`src/rtl/register_key_pkg.sv`:
```
// Shared definitions for the lab-board register key controller.
package register_key_pkg;

    // Controller states; the encoding is fixed so debug tools can decode it.
    typedef enum logic [1:0] {
        IDLE     = 2'd0,
        LOAD     = 2'd1,
        CLEAR    = 2'd2,
        WAIT_REL = 2'd3
    } state_t;

    // Debounce lengths: short for simulation, about 10 ms at 50 MHz on the board.
    localparam int DEBOUNCE_SIM   = 4;
    localparam int DEBOUNCE_BOARD = 500000;

endpackage

```
`src/rtl/key_debounce.sv`:
```
// Two-flop synchroniser, debounce counter and rising-edge detector for one key.
module key_debounce #(
    parameter int DEBOUNCE_CYCLES = 4
) (
    input  logic clk_i,
    input  logic rstn_i,
    input  logic key_i,
    output logic level_o,
    output logic rise_o
);

    // The counter only has to reach DEBOUNCE_CYCLES-1 before the level flips.
    localparam int CW = (DEBOUNCE_CYCLES > 1) ? $clog2(DEBOUNCE_CYCLES) : 1;
    localparam logic [CW-1:0] LAST = CW'(DEBOUNCE_CYCLES - 1);

    logic          sync_a;
    logic          sync_b;
    logic          level;
    logic          level_q;
    logic [CW-1:0] cnt;

    // Synchronise the raw key, then accept a new level only after it has
    // disagreed with the current one for DEBOUNCE_CYCLES consecutive samples.
    always_ff @(posedge clk_i) begin
        if (!rstn_i) begin
            sync_a  <= 1'b0;
            sync_b  <= 1'b0;
            level   <= 1'b0;
            level_q <= 1'b0;
            cnt     <= '0;
        end else begin
            sync_a  <= key_i;
            sync_b  <= sync_a;
            level_q <= level;
            if (sync_b == level) begin
                cnt <= '0;
            end else if (cnt == LAST) begin
                level <= sync_b;
                cnt   <= '0;
            end else begin
                cnt <= cnt + 1'b1;
            end
        end
    end

    assign level_o = level;
    assign rise_o  = level & ~level_q;

endmodule

```
`src/rtl/register_key_ctrl.sv`:
```
// Switch register controller: debounced load/clear keys drive one register
// operation per press, clear taking priority, with a wrapping load counter.
//
// Handshake note: there is no valid/ready pair here. load_o and clear_o are
// single-cycle strobes decoded from the state, so they always coincide with
// the already-updated register_o; the consumer never stalls the controller.
module register_key_ctrl
    import register_key_pkg::*;
#(
    parameter int DATA_W          = 10,
    parameter int DEBOUNCE_CYCLES = DEBOUNCE_SIM,
    parameter int CNT_W           = 8
) (
    input  logic              clk_i,
    input  logic              rstn_i,
    input  logic              key0_i,
    input  logic              key1_i,
    input  logic [DATA_W-1:0] sw_i,
    output logic [DATA_W-1:0] register_o,
    output logic              load_o,
    output logic              clear_o,
    output logic [CNT_W-1:0]  load_cnt_o,
    output logic [1:0]        fsm_state
);

    logic        level0;
    logic        level1;
    logic        rise0;
    logic        rise1;
    state_t      state;
    state_t      state_next;
    logic        do_load;
    logic        do_clear;
    logic [DATA_W-1:0] register_q;
    logic [CNT_W-1:0]  load_cnt;

    key_debounce #(.DEBOUNCE_CYCLES(DEBOUNCE_CYCLES)) u_key0 (
        .clk_i   (clk_i),
        .rstn_i  (rstn_i),
        .key_i   (key0_i),
        .level_o (level0),
        .rise_o  (rise0)
    );

    key_debounce #(.DEBOUNCE_CYCLES(DEBOUNCE_CYCLES)) u_key1 (
        .clk_i   (clk_i),
        .rstn_i  (rstn_i),
        .key_i   (key1_i),
        .level_o (level1),
        .rise_o  (rise1)
    );

    // Next-state decode; presses outside IDLE are dropped, clear beats load.
    always_comb begin
        state_next = state;
        do_load    = 1'b0;
        do_clear   = 1'b0;
        case (state)
            IDLE: begin
                if (rise1) begin
                    state_next = CLEAR;
                    do_clear   = 1'b1;
                end else if (rise0) begin
                    state_next = LOAD;
                    do_load    = 1'b1;
                end
            end
            LOAD:     state_next = WAIT_REL;
            CLEAR:    state_next = WAIT_REL;
            WAIT_REL: begin
                if (!level0 && !level1) begin
                    state_next = IDLE;
                end
            end
            default:  state_next = IDLE;
        endcase
    end

    // State register plus the register/counter updates on the IDLE exit edge.
    always_ff @(posedge clk_i) begin
        if (!rstn_i) begin
            state      <= IDLE;
            register_q <= '0;
            load_cnt   <= '0;
        end else begin
            state <= state_next;
            if (do_clear) begin
                register_q <= '0;
            end else if (do_load) begin
                register_q <= sw_i;
                load_cnt   <= load_cnt + 1'b1;
            end
        end
    end

    assign register_o = register_q;
    assign load_cnt_o = load_cnt;
    assign load_o     = (state == LOAD);
    assign clear_o    = (state == CLEAR);
    assign fsm_state  = state;

endmodule

```
`config.mk`:
```
export PLATFORM = sky130hd
export DESIGN_NAME = register_key_ctrl
export DESIGN_NICKNAME = d
export VERILOG_FILES = /design/src/rtl/register_key_pkg.sv /design/src/rtl/key_debounce.sv /design/src/rtl/register_key_ctrl.sv
export SDC_FILE = /design/constraint.sdc
export NUM_CORES = 1
export LEC_CHECK = 0
export ABC_CLOCK_PERIOD_IN_PS = 2100
export CELL_PAD_IN_SITES_DETAIL_PLACEMENT = 1
export CELL_PAD_IN_SITES_GLOBAL_PLACEMENT = 2
export CORE_ASPECT_RATIO = 1.75
export CORE_UTILIZATION = 29
export CTS_CLUSTER_DIAMETER = 50
export DETAILED_ROUTE_END_ITERATION = 8
export GPL_TIMING_DRIVEN = 1
export PLACE_DENSITY = 0.73
export SLEW_MARGIN = 10
export SYNTH_ARGS = -nofsm -noshare
export SYNTH_HDL_FRONTEND = slang
export SYNTH_SLANG_ARGS = --single-unit
```
`constraint.sdc`:
```
create_clock -name clk_i -period 2.1 [get_ports clk_i]
set_clock_uncertainty 0.15 [all_clocks]
set_input_delay 0.42 -clock clk_i [delete_from_list [all_inputs] [get_ports clk_i]]
set_output_delay 0.42 -clock clk_i [all_outputs]
set_load 0.02 [all_outputs]
```
# Word-level counts from Yosys, hierarchy flattened
# Cells that the tools add are included.
# Widths: inputs -> output; s select.
# op_classes
addsub	3
n_eq_ne	9
mux	9
bitwise	8
reduce_logical	12
# ops
cell	n
$add 8x1->8 const B	1
$eq 2x2->1 const B	4
$reduce_and 2->1	4
$mux 2	3
$not 1->1	6
$pmux 2 s3	1
$reduce_or 3->1	2
$mux 1	5
$add 2x1->2 const B	2
$reduce_or 2->1	2
$ne 3x3->1 const B	1
$and 1x1->1	2
$eq 1x1->1	2
$eq 2x1->1 const B	1
$logic_not 1->1	2
$logic_not 2->1	1
$ne 2x2->1 const B	1
$logic_and 1x1->1	1
# totals
register_bits	32
input_bits	14
output_inout_bits	22
word_cells	54

# Depth between registers and ports, before layout
# logic_depth
word_depth	6
depth_mapped	7
ltp_nobuf	6

# Hierarchy
# A second synthesis with hierarchy kept.
# hier_totals
cells_unflattened	140
hier_area_um2	1321.3
# modules_own_cells
module	instances	cells_per_inst	area_each_um2	seq_area_each_um2
register_key_ctrl	1	108	913.4	400.4
key_debounce	2	16	203.9	120.1

# Worst setup path before layout
# No wires, ideal clock.
# synth_path
path_type	flip-flop to flip-flop
startpoint	register state[0], in the netlist fsm_state[0]
endpoint	register register_q[0], in the netlist register_o[0]
setup_time_ps	124
arrival_ps	1446
t_required_ps	1826
path_slack_ps	380
path_stages_with_launch	8
n_path_buf	1
period_less_slack_ps	1720
path_cell_list	dfxtp_1 inv_1 ha_1 nand3b_2 nor2_2 buf_6 mux2i_1 nor2_1
# synth_between
elab_chain_cells	3
word_cells_on_any_way	4
cone_classes	mux (2); reduce/logical (2)
# synth_lines
item	line	rtl
start, declared	register_key_ctrl.sv:30	state_t state;
start signal, assigned	register_key_ctrl.sv:86	state <= state_next;
$logic_not 2->1 (*)	register_key_ctrl.sv:58	case (state)
$mux 1	register_key_ctrl.sv:58	
$reduce_or 2->1 (no source line)	n/a	
end signal, assigned	register_key_ctrl.sv:90	register_q <= sw_i;
end, declared	register_key_ctrl.sv:34	logic [DATA_W-1:0] register_q;
# Every way passes the cells marked *; elsewhere a longest branch is shown, timed or not.
# A chain may end at the register's enable or synchronous reset.

# Worst setup path in the final report
# layout_path
startpoint	register load_cnt[0], in the netlist load_cnt_o[0]
endpoint	output port load_cnt_o[0]
# layout_lines
item	line	rtl
start, declared	register_key_ctrl.sv:35	logic [CNT_W-1:0] load_cnt;
start signal, assigned	register_key_ctrl.sv:91	load_cnt <= load_cnt + 1'b1;
end, declared	register_key_ctrl.sv:22	output logic [CNT_W-1:0] load_cnt_o,
# No word-level cell between the ends.

==> impl_results.md <==
* Run status: completed
* Reg2Reg Setup Slack at 270 ps
* Worst Setup End Kind: output port
* Post-DP HPWL at 2270 microns
* CP required at 1530 ps
* Startpoint Class: flop
* Cells after Synth at 130
* Area leader, netlist: dfxtp_1
* Fmax at 520 MHz
* Largest net degree at the start of global routing at 14
* CP Cell Sequence: clkdlybuf4s50_1
* Clock Tree Buf Depth at 2
* Measured slew at the worst slew-check pin at 410 ps
* CP top delay family: buffers and inverters
* Nets at 193
* RSZ-0062 raised after global routing: no
* Yosys top cell area share at 47.0%
* Wirelength per Cell at 13.2 microns
* CTS clock-pin slew for the worst setup and hold paths at 60 ps
* Layout cells sized above 1 at 8.77%
* Vias per inst at 4.82
* Drt pass-1 iters at 2
* Final setup fails at 0
* Core ar. at 4440 sq um
* Routed WL at 2920 microns
* Antenna violation net count after detailed routing at 0
* Fill cells at 519
* #FFs+latches synth at 32
* WP buf/inv at 1
* Post-CTS setup buffers at 0
* Slowest CP cell: clkdlybuf4s50_1
* Setup tns final at 0 ps
* Capturing point of the worst reg2reg path: load_cnt_o[5]
* I/O pin cnt at 36
* Min-Delay Startpoint: u_key0.sync_a
* Slew headroom at 72.4%
* Syn Area/Cell at 10.5 sq um
* CP Class: flop to output port
* GRT Residual Overflow at 0
* Reg-to-reg startpoint: fsm_state[0]
* Count leader, synth: dfxtp_1
* Post_cts resized at 2
* Row cnt at 32
* Crit Path Max Fanout at 5
* Die Ht at 92.7 microns
* Mapped Area at 1360 sq um
* Leak at 0.719 nW
* Hold Path End: u_key0.sync_b
* Max Cap Viol at 0
* Total number of vias at 1071
* Power Density at 729 nW/um^2
* # DRC at 0
* Leading post-synthesis cells by cell area: dfxtp_1, mux2i_1, ha_1, and2_1, xor2_1
* Fin. Hold Viols at 0
* Slew Limit Fails at 0
* Syn Nets at 152
* Port buffer count at 35
* Initial Utilization at 30.7%
* Max incr delay on CP at 640 ps
* Hold depth at 1
* First-pass GRT wire length at 5040 microns
* Peak supply drop at 0.429 mV
* Hold WC Path Type: flop to flop
* Area of the multi-input gates at 677 sq um
* Vias in the first global route at 1143
* Asr flop ratio synth at 0%
* Primary FF master, synth: dfxtp_1
* GP Congestion at 0.762
* Die ar. at 4990 sq um
* Post-synthesis sequential area ratio at 47.0%
* Clock Latency Late Sink at 280 ps
* Sinks on the clock net at 32
* DRT iter0 DRCs at 6
* Power, Total at 0.00136 W
* Number of buffers created by CTS at 5
* Hold buffers post-CTS at 0
* Clock period minus worst slack at 1920 ps
* Yosys warns at 0
* Reg2reg path depth at 6
* Antenna diode count at 0
* Clk root buf: clkbuf_8
* EDFF count, synth at 0
* TritonCTS clock tree: yes
* Reg area at 641 sq um
* Initial antenna violation count at 0
* Die span in x at 53.8 microns
* Arr. time, crit path at 1350 ps
* Area grow syn2layout at 36.7%
* CTS H-tree lvls at 2
* Synth cell types at 32
* Commonest cells in the synthesized netlist: dfxtp_1, mux2i_1, and2_1, nor2_1, nand2_1
* Total GRT Usage at 14.0%
* Tcrit/Tclk final at 91.6%
==> placed cells by master (no fill, tap or decap), drive strengths merged <==
master,instances
clkdlybuf4s50,33
dfxtp,32
mux2i,13
nor2,13
and2,12
nand2,9
ha,8
clkbuf,7
xor2,6
inv,4
nor4,4
buf,3
nor4b,3
nor2b,3
nand4,2
o21ai,2
xnor2,2
nor4bb,2
dlygate4sd2,2
nand3b,2
nand2b,1
nor3,1
a21boi,1
o211ai,1
o21a,1
or2b,1
a21oi,1
o221ai,1
o311a,1
==> kinds of logic after synthesis <==
| kind of cell | synth area share (%) |
|---|---|
| mux | 9.55 |
| simple gates | 23.5 |
| buf+inv | 3.31 |
| xor+xnor | 5.14 |
| compound gates | 4.13 |
| fa+ha+maj | 7.35 |
| flops | 47.0 |
==> power by group <==
group	switching (W)	leakage [nW]	internal, W	total, W
sequential	0.0000185	0.259	0.000624	0.000642
combinational	0.000107	0.410	0.000103	0.000210
clock	0.000214	0.0503	0.000292	0.000505
==> flip-flops by register name (all words and copies together), names as in the netlist, 2 cells and up <==
register    count
fsm_state       2
load_cnt_o      8
register_o     10
u_key0.cnt      2
u_key1.cnt      2
==> per-layer routing <==
layer  wire (microns)  track usage (%)  up-vias
met3              117             4.27        5
met4               60             6.58        0
met5                0                0        -
met1             1140             13.8      515
met2             1600             24.9       31
li1                 -                -      520
==> through the flow <==
step | instance area, sq um | setup slack, ps | utilization, % | std cells | hold slack [ps]
after floorplan | 1360 | 380 | - | 130 | 256
after global placement | 1770 | 340 | 39.8 | 215 | 262
after detailed placement | 1770 | 279 | 39.8 | 215 | 275
after CTS | 1860 | 155 | 41.9 | 222 | 294
after global routing | 1860 | 75.4 | 41.9 | 222 | 299
final | 1860 | 177 | 41.9 | 222 | 289
==> cell type report <==
class,count,area share (%)
sequential,32,34.4
multi-input combinational,90,36.3
tap,51,3.43
clock buffer,7,5.17
inverter,4,0.806
timing repair buffer,38,19.9
==> how the worst max path moves through the flow <==
stage / from / to / slack [ps] / cells after the start
after floorplan: fsm_state[0] / register_o[0] / 380 / 7
after global placement: fsm_state[1] / load_o / 340 / 3
after detailed placement: fsm_state[0] / clear_o / 280 / 3
after CTS: load_cnt_o[0] / load_cnt_o[0] / 160 / 1
after global routing: fsm_state[0] / load_cnt_o[5] / 80 / 6
final: load_cnt_o[0] / load_cnt_o[0] / 180 / 1
Note: power is estimated with default switching activity, not from simulation.
